--- src/rtl/z80_add16_seq.sv ---
// 16-bit Z80 ADD HL,rr sequencer: time-multiplexes one external 8-bit adder
// over LO/HI passes, with an extra INC pass to fold in the inter-byte carry.
module z80_add16_seq (
  input  logic        clk,
  input  logic        rst,
  input  logic        start,
  input  logic [15:0] op_a,
  input  logic [15:0] op_b,
  output logic        busy,
  output logic        done,
  output logic [15:0] result,
  output logic        flag_c,
  output logic        flag_h,
  output logic        flag_z,
  output logic        flag_s,
  output logic        flag_n,
  output logic [7:0]  add_a,
  output logic [7:0]  add_b,
  input  logic [7:0]  add_result,
  input  logic        add_c,
  input  logic        add_h
);

  typedef enum logic [2:0] {
    S_IDLE,
    S_LO,
    S_HI,
    S_INC,
    S_DONE
  } state_t;

  state_t      state, state_nx;
  logic [15:0] a_r, b_r;
  logic [7:0]  hi_r;
  logic        c_lo, c_hi, h_hi;
  logic        accept;

  assign busy   = (state == S_LO) || (state == S_HI) || (state == S_INC);
  assign done   = (state == S_DONE);
  assign flag_n = 1'b0;
  assign accept = start && !busy;

  always_comb begin
    state_nx = state;
    add_a    = '0;
    add_b    = '0;
    case (state)
      S_IDLE:  if (accept) state_nx = S_LO;
      S_LO: begin
        add_a    = a_r[7:0];
        add_b    = b_r[7:0];
        state_nx = S_HI;
      end
      S_HI: begin
        add_a    = a_r[15:8];
        add_b    = b_r[15:8];
        state_nx = c_lo ? S_INC : S_DONE;
      end
      S_INC: begin
        add_a    = hi_r;
        add_b    = 8'h01;
        state_nx = S_DONE;
      end
      S_DONE:  state_nx = accept ? S_LO : S_IDLE;
      default: state_nx = S_IDLE;
    endcase
  end

  // In both commit paths (HI without carry, INC) the final high byte is add_result.
  always_ff @(posedge clk or posedge rst) begin
    if (rst) begin
      state  <= S_IDLE;
      a_r    <= '0;
      b_r    <= '0;
      hi_r   <= '0;
      c_lo   <= 1'b0;
      c_hi   <= 1'b0;
      h_hi   <= 1'b0;
      result <= '0;
      flag_c <= 1'b0;
      flag_h <= 1'b0;
      flag_z <= 1'b0;
      flag_s <= 1'b0;
    end else begin
      state <= state_nx;
      if (accept) begin
        a_r <= op_a;
        b_r <= op_b;
      end
      case (state)
        S_LO: begin
          result[7:0] <= add_result;
          c_lo        <= add_c;
        end
        S_HI: begin
          hi_r <= add_result;
          c_hi <= add_c;
          h_hi <= add_h;
          if (!c_lo) begin
            result[15:8] <= add_result;
            flag_c       <= add_c;
            flag_h       <= add_h;
            flag_z       <= ({add_result, result[7:0]} == 16'h0000);
            flag_s       <= add_result[7];
          end
        end
        S_INC: begin
          result[15:8] <= add_result;
          flag_c       <= c_hi | add_c;
          flag_h       <= h_hi | add_h;
          flag_z       <= ({add_result, result[7:0]} == 16'h0000);
          flag_s       <= add_result[7];
        end
        default: ;
      endcase
    end
  end

endmodule

--- config.mk ---
export PLATFORM = sky130hd
export DESIGN_NAME = z80_add16_seq
export DESIGN_NICKNAME = d
export VERILOG_FILES = /design/src/rtl/z80_add16_seq.sv
export SDC_FILE = /design/constraint.sdc
export NUM_CORES = 1
export LEC_CHECK = 0
export CELL_PAD_IN_SITES_DETAIL_PLACEMENT = 0
export CELL_PAD_IN_SITES_GLOBAL_PLACEMENT = 2
export CORE_AREA = 5 5 104 106
export CTS_CLUSTER_SIZE = 25
export DETAILED_ROUTE_END_ITERATION = 8
export DIE_AREA = 0 0 109 111
export GPL_ROUTABILITY_DRIVEN = 1
export GPL_TIMING_DRIVEN = 0
export PLACE_DENSITY_LB_ADDON = 0.2
export SLEW_MARGIN = 20
export SYNTH_ARGS = -nofsm -noshare
export SYNTH_HDL_FRONTEND = slang
export SYNTH_SLANG_ARGS = --single-unit
--- constraint.sdc ---
create_clock -name clk -period 5.07 [get_ports clk]
set_clock_uncertainty 0.05 [all_clocks]
set_input_delay 1.2675 -clock clk [delete_from_list [all_inputs] [get_ports clk]]
set_output_delay 1.2675 -clock clk [all_outputs]
set_load 0.05 [all_outputs]
==> flow_summary_export.csv, run 1 <==
group,metric,value,unit
global_route,antenna_found_initial,0,
worst_setup_path,path_max_fanout,10,
placed_design,place.gp.congestion,0.6824,
clock_network,tritoncts,"done",
route,drtAntennaViolNets,0,
route,wire_per_inst,16.09,microns
clock_network,cts_resized,0,
global_route,grt_usage,12.38,%
pwr,p_sw,1.340,mW
worst_setup_path,critPathCaptureType,"primary output",
sta,fin_crit_sh,76.70,%
clock_network,cts_made_buffers,9,
global_route,grt_overflow,0,
clock_network,cts_buffer_depth,2,
pwr,power_leakage,1.687,nW
hold_path,hold_class,"reg2reg",
logic_synthesis,ys_types,28,
route,dr.pass1.iters,4,
clock_network,insertion_delay,0.32,ns
worst_setup_path,crit_required,3.75,ns
finish,syn_to_final_growth,42.19,%
floorplan,io_pins,84,
worst_setup_path,crit_type,"reg2out",
finish,fillers,931,
floorplan,die_w,109,microns
finish,insertedDiodeCount,0,
flow_run,maxCapViolCount,0,
placed_design,hpwlAfterDp,5175,microns
pwr,pwr_density_cell,765.4,nW/um^2
pwr,internal_power,1.788,mW
logic_synthesis,yosys_warnings,0,
clock_network,clk_pin_slew,0.07,ns
floorplan,row_count,36,
global_route,first_global_vias,2260,
clock_network,post_cts_buffers,0,
finish,layout_commonest_cell,"clkdlybuf4s50_1",
pwr,seq_power_share,29.6,%
worst_setup_path,arrival,2.57,ns
sta,finalHoldViolations,0,
pwr,fin_total_pwr,3.128,mW
route,drt_first_iter_violations,47,
finish,finalNetCount,345,
worst_setup_path,reg2reg_slack,3.27,ns
logic_synthesis,syn_avg_cell_area,13.95,sq um
route,dr_total_vias,1940,
floorplan,die_h,111,microns
clock_network,cts_sinks,65,
sta,fmax,257.1,MHz
logic_synthesis,syn_inst,206,
pwr,clkPwrFrac,14.1,%
sta,grt_setup_unrepaired,"no",
route,drc,0,
logic_synthesis,syn-num-nets,251,
route,routed_via_density,4.439,
sta,setup_viol,0,
pwr,peakVddDrop,254.0,uV
logic_synthesis,synth_area,2874,sq um
finish,layout-drive-gt1-share,32.89,%
sta,tns,0,ns
status,status,"complete, no violations",
worst_setup_path,setup.worst_path.start_class,"flip-flop",
global_route,grt_max_degree,53,
floorplan,start_util,29.68,%
clock_network,h-tree-depth,3,
clock_network,root_buffer,"clkbuf_8",
floorplan,die_area,12100,sq um
logic_synthesis,synth_seq_area_share,56.60,%
finish,utilization,42.20,%
sta,tightest_slew,0.5527,ns
sta,slew_headroom,63.15,%
sta,fin_crit,3.889,ns
route,wl,7033,microns
global_route,grt_pass1_wl,11560,microns
pwr,power_frac_comb,56.3,%
clock_network,hold_buffers,0,
sta,finalMaxSlewViolations,0,
floorplan,core_area,9684,sq um
logic_synthesis,ys_ff_latch,65,
finish,final_cell_mix,"clkdlybuf4s50_1, dfrtp_1, mux2_2",
placed_design,portBuffers,82,
pwr,swShare,42.84,%
[kinds of logic (layout without fill, tap and decap cells)]
family                 after synthesis  after routing  share of synthesized area (%)
AOI/OAI and AO/OA                   25             25                          6.574
buffers and inverters               20            118                          4.527
DFF                                 65             65                          56.60
muxes                               68             68                          26.99
other                                1              1                         0.1305
and+or+nand+nor                     27             27                          5.181
[state kept, by name, indices dropped and copies added, names as in the netlist]
| signal | flops |
|---|---|
| a_r | 16 |
| b_r | 16 |
| result | 16 |
| hi_r | 8 |
| state | 3 |
| c_hi | 1 |
| c_lo | 1 |
| flag_c | 1 |
| flag_h | 1 |
| flag_z | 1 |
| h_hi | 1 |
[power by group through the flow]
stage / sequential, mW / clock [mW] / combinational (mW)
after floorplan: 1.15 / 0 / 1.02
after global placement: 0.933 / 0 / 1.77
after detailed placement: 0.940 / 0 / 1.79
after CTS: 0.930 / 0.460 / 1.79
after global routing: 0.959 / 0.477 / 1.87
final: 0.925 / 0.442 / 1.76
[layer usage]
layer / up-vias / part of all wire [%] / track usage, %
li1: 920 / - / -
met1: 969 / 43 / 14.78
met2: 46 / 50 / 20.39
met3: 5 / 6.0 / 4.077
met4: 0 / 1.0 / 4.714
met5: - / 0 / 0
[per-stage QoR]
stage | hold slack, ns | instances | area (sq um) | setup WS [ns]
2_1_floorplan | 0.4239 | 206 | 2874 | 2.125
3_3_place_gp | 0.4302 | 421 | 3861 | 0.7964
3_5_place_dp | 0.4383 | 422 | 3891 | 1.512
4_1_cts | 0.4540 | 437 | 4086 | 1.115
5_1_grt | 0.4709 | 437 | 4086 | 1.029
6_report | 0.4478 | 437 | 4086 | 1.181
[worst paths after layout]
kind / endpoint / startpoint / cells after the start
max in group asynchronous: hi_r[7] / rst / 3
worst min register to register: flag_c / flag_c / 1
worst max register to register: result[3] / state[1] / 4
worst min-delay path: flag_c / flag_c / 1
min in group asynchronous: b_r[3] / rst / 2
worst max-delay path: add_b[2] / state[1] / 5
[layout make-up]
cell class / count / area, sq um / share of cell area (%)
sequential: 65 / 1627 / 39.80
multi-input combinational: 121 / 1117 / 27.34
timing repair buffer: 83 / 848.3 / 20.76
tap: 133 / 166.4 / 4.072
clock buffer: 12 / 155.1 / 3.797
buffer: 14 / 107.6 / 2.633
clock inverter: 3 / 40.04 / 0.9798
inverter: 6 / 25.02 / 0.6124
[synthesized netlist by cell type]
master / count / area share, %
nor4_1: 4 / 0.87
inv_2: 1 / 0.13
and2_1: 1 / 0.22
buf_4: 7 / 1.8
a21oi_1: 5 / 0.87
nand2_1: 2 / 0.26
nand2b_1: 2 / 0.44
mux2_1: 1 / 0.39
conb_1: 1 / 0.13
nor2_2: 1 / 0.22
mux2_2: 63 / 25
mux2_4: 3 / 1.6
buf_8: 1 / 0.52
nand4_1: 1 / 0.22
o32a_1: 2 / 0.70
a22o_1: 7 / 2.1
o21ai_2: 2 / 0.61
a22oi_1: 8 / 2.1
o21ai_0: 1 / 0.17
mux2i_1: 1 / 0.35
clkbuf_1: 2 / 0.26
nor2_1: 12 / 1.6
inv_1: 5 / 0.65
nor2b_1: 2 / 0.44
buf_2: 2 / 0.35
dfrtp_1: 65 / 57
nor2b_4: 2 / 0.96
buf_6: 2 / 0.78
[critical path, cell delays in order, from the launching register on]
cell and delay (ns):
dfrtp_1 0.45, nand2b_1 0.20, nor2_2 0.35, buf_4 0.28
a22o_1 0.16, clkdlybuf4s50_1 0.80
(Power assumes the default switching activity.)
==> inputs of run 2 (changes only) <==
==> constraint.sdc (replaced) <==
create_clock -name clk -period 3.6 [get_ports clk]
set_clock_uncertainty 0.05 [all_clocks]
set_input_delay 0.9 -clock clk [delete_from_list [all_inputs] [get_ports clk]]
set_output_delay 0.9 -clock clk [all_outputs]
set_load 0.05 [all_outputs]
==> run 2 against run 1 <==
Effect of this change:
- largest cell class unchanged
- worst hold slack hardly changed
- sequential share of layout area is 0.17 points lower
- critical path depth stayed put
- clock power is 41% higher
- die area stayed put
- wire length hardly changed
- sequential power is 41% higher
- flip-flop and latch count stayed put
- combinational power is 40% higher
- global-route usage stayed put
- non-clock buffer count stayed put
- final cell count stayed put
- largest power group unchanged
==> flow_summary_export.csv, run 2 (synthesized netlist as in run 1, its figures left out) <==
group,metric,value,unit
global_route,grtUsageMet2,20.39,%
finish,syn_to_final_growth,42.80,%
sta,fin_hold_ws,0.4478,ns
sta,grt_setup_unrepaired,"no",
route,drc,0,
worst_setup_path,rr_endpoint,"result[3]",
worst_setup_path,critPathCaptureType,"primary output",
global_route,use_met3,4.077,%
clock_network,root_buffer,"clkbuf_8",
clock_network,cts_buffer_depth,2,
route,dr.pass1.iters,4,
pwr,seq_power_share,29.6,%
route,wire_per_inst,16.09,microns
placed_design,place.gp.congestion,0.6824,
sta,setup_viol,0,
global_route,grt_pass1_wl,11560,microns
clock_network,h-tree-depth,3,
pwr,power_leakage,1.797,nW
pwr,clkPwrFrac,14.2,%
pwr,swShare,42.88,%
clock_network,hold_buffers,0,
worst_setup_path,crit_type,"reg2out",
route,drt_first_iter_violations,50,
flow_run,maxCapViolCount,0,
hold_path,hold_class,"reg2reg",
sta,fin_crit_sh,92.54,%
clock_network,cts_sinks,65,
global_route,grt_overflow,0,
worst_setup_path,rr_startpoint,"state[1]",
pwr,fin_total_pwr,4.399,mW
finish,layout-drive-gt1-share,32.89,%
finish,insertedDiodeCount,0,
worst_setup_path,path_max_fanout,10,
floorplan,die_w,109,microns
global_route,first_global_vias,2260,
sta,slew_headroom,63.19,%
finish,finalNetCount,345,
pwr,pwr_density_cell,1072,nW/um^2
global_route,grt_max_degree,53,
route,wl,7032,microns
floorplan,die_area,12100,sq um
floorplan,start_util,29.68,%
worst_setup_path,setup.worst_path.start_class,"flip-flop",
clock_network,clk_pin_slew,0.07,ns
worst_setup_path,r2r_cells,4,
pwr,internal_power,2.513,mW
finish,largest_registers,"a_r x16, b_r x16, result x16",
hold_path,hold-path-endpoint,"flag_c",
hold_path,min-delay-start,"flag_c",
route,routed_via_density,4.446,
pwr,peakVddDrop,357.9,uV
status,status,"complete, no violations",
worst_setup_path,crit_required,2.65,ns
clock_network,insertion_delay,0.32,ns
placed_design,hpwlAfterDp,5175,microns
floorplan,die_h,111,microns
clock_network,tritoncts,"done",
pwr,power_frac_comb,56.2,%
sta,finalHoldViolations,0,
global_route,antenna_found_initial,0,
floorplan,io_pins,84,
floorplan,row_count,36,
finish,finalNonFillerCells,437,
clock_network,cts_made_buffers,9,
global_route,busiest_layer,"met2",
floorplan,core_area,9684,sq um
route,drtAntennaViolNets,0,
worst_setup_path,reg2reg_slack,1.81,ns
hold_path,min_path_cells,1,
sta,fin_crit,3.331,ns
sta,tightest_slew,0.5521,ns
global_route,grt_use_met1,14.78,%
global_route,grt_usage,12.38,%
worst_setup_path,setup.worst_path.start,"state[1]",
placed_design,dp_cells,422,
pwr,p_sw,1.886,mW
sta,fmax,300.2,MHz
worst_setup_path,arrival,2.38,ns
placed_design,portBuffers,82,
sta,tns,0,ns
finish,layout_commonest_cell,"clkdlybuf4s50_1",
route,dr_total_vias,1943,
sta,finalMaxSlewViolations,0,
finish,final_cell_mix,"clkdlybuf4s50_1, dfrtp_1, mux2_2",
run 2: what timing repair did:
| action | CTS | global route |
|---|---|---|
| gates resized for setup | 0 | 7 |
| setup buffers | 0 | 0 |
| endpoints found under the setup margin | 0 | 7 |
run 2: layout make-up:
cell class                 instances  area (sq um)
fill                             932          5580
sequential                        65          1627
multi-input combinational        121          1117
timing repair buffer              83         865.8
tap                              133         166.4
clock buffer                      12         155.1
buffer                            14         107.6
clock inverter                     3         40.04
inverter                           6         25.02
run 2: metal layers:
layer | vias to the layer above | part of all wire [%]
met2 | 46 | 50
li1 | 921 | -
met3 | 6 | 5.8
met4 | 0 | 1.2
met5 | - | 0
met1 | 970 | 43
run 2: per-stage QoR:
step | util, % | area, sq um | setup WS, ns
finish | 42.38 | 4104 | 0.2686
global route | 42.38 | 4104 | 0.1108
CTS | 42.20 | 4086 | 0.01258
detailed placement | 40.18 | 3891 | 0.4097
global placement | 39.87 | 3861 | -0.3061
floorplan | - | 2874 | 1.022
run 2: worst max path at each step:
| stage | slack, ns | end | cells past startpoint |
|---|---|---|---|
| floorplan | 1.02 | a_r[0] | 1 |
| global placement | -0.31 | a_r[15] | 2 |
| detailed placement | 0.41 | add_b[6] | 5 |
| CTS | 0.01 | add_b[2] | 5 |
| global route | 0.11 | add_a[3] | 5 |
| finish | 0.27 | add_a[0] | 5 |
run 2: power by group through the flow:
stage	Combinational [mW]	Clock (mW)	Sequential (mW)
after floorplan	1.44	0	1.62
after global placement	2.50	0	1.31
after detailed placement	2.52	0	1.32
after CTS	2.53	0.648	1.31
after global routing	2.63	0.671	1.35
final	2.47	0.623	1.30
run 2: critical path, stage by stage (launching register included):
cell and delay, ns:
dfrtp_1 0.45, buf_2 0.29, mux2_2 0.36, a22oi_1 0.14, nor2_1 0.08, clkdlybuf4s50_1 0.72
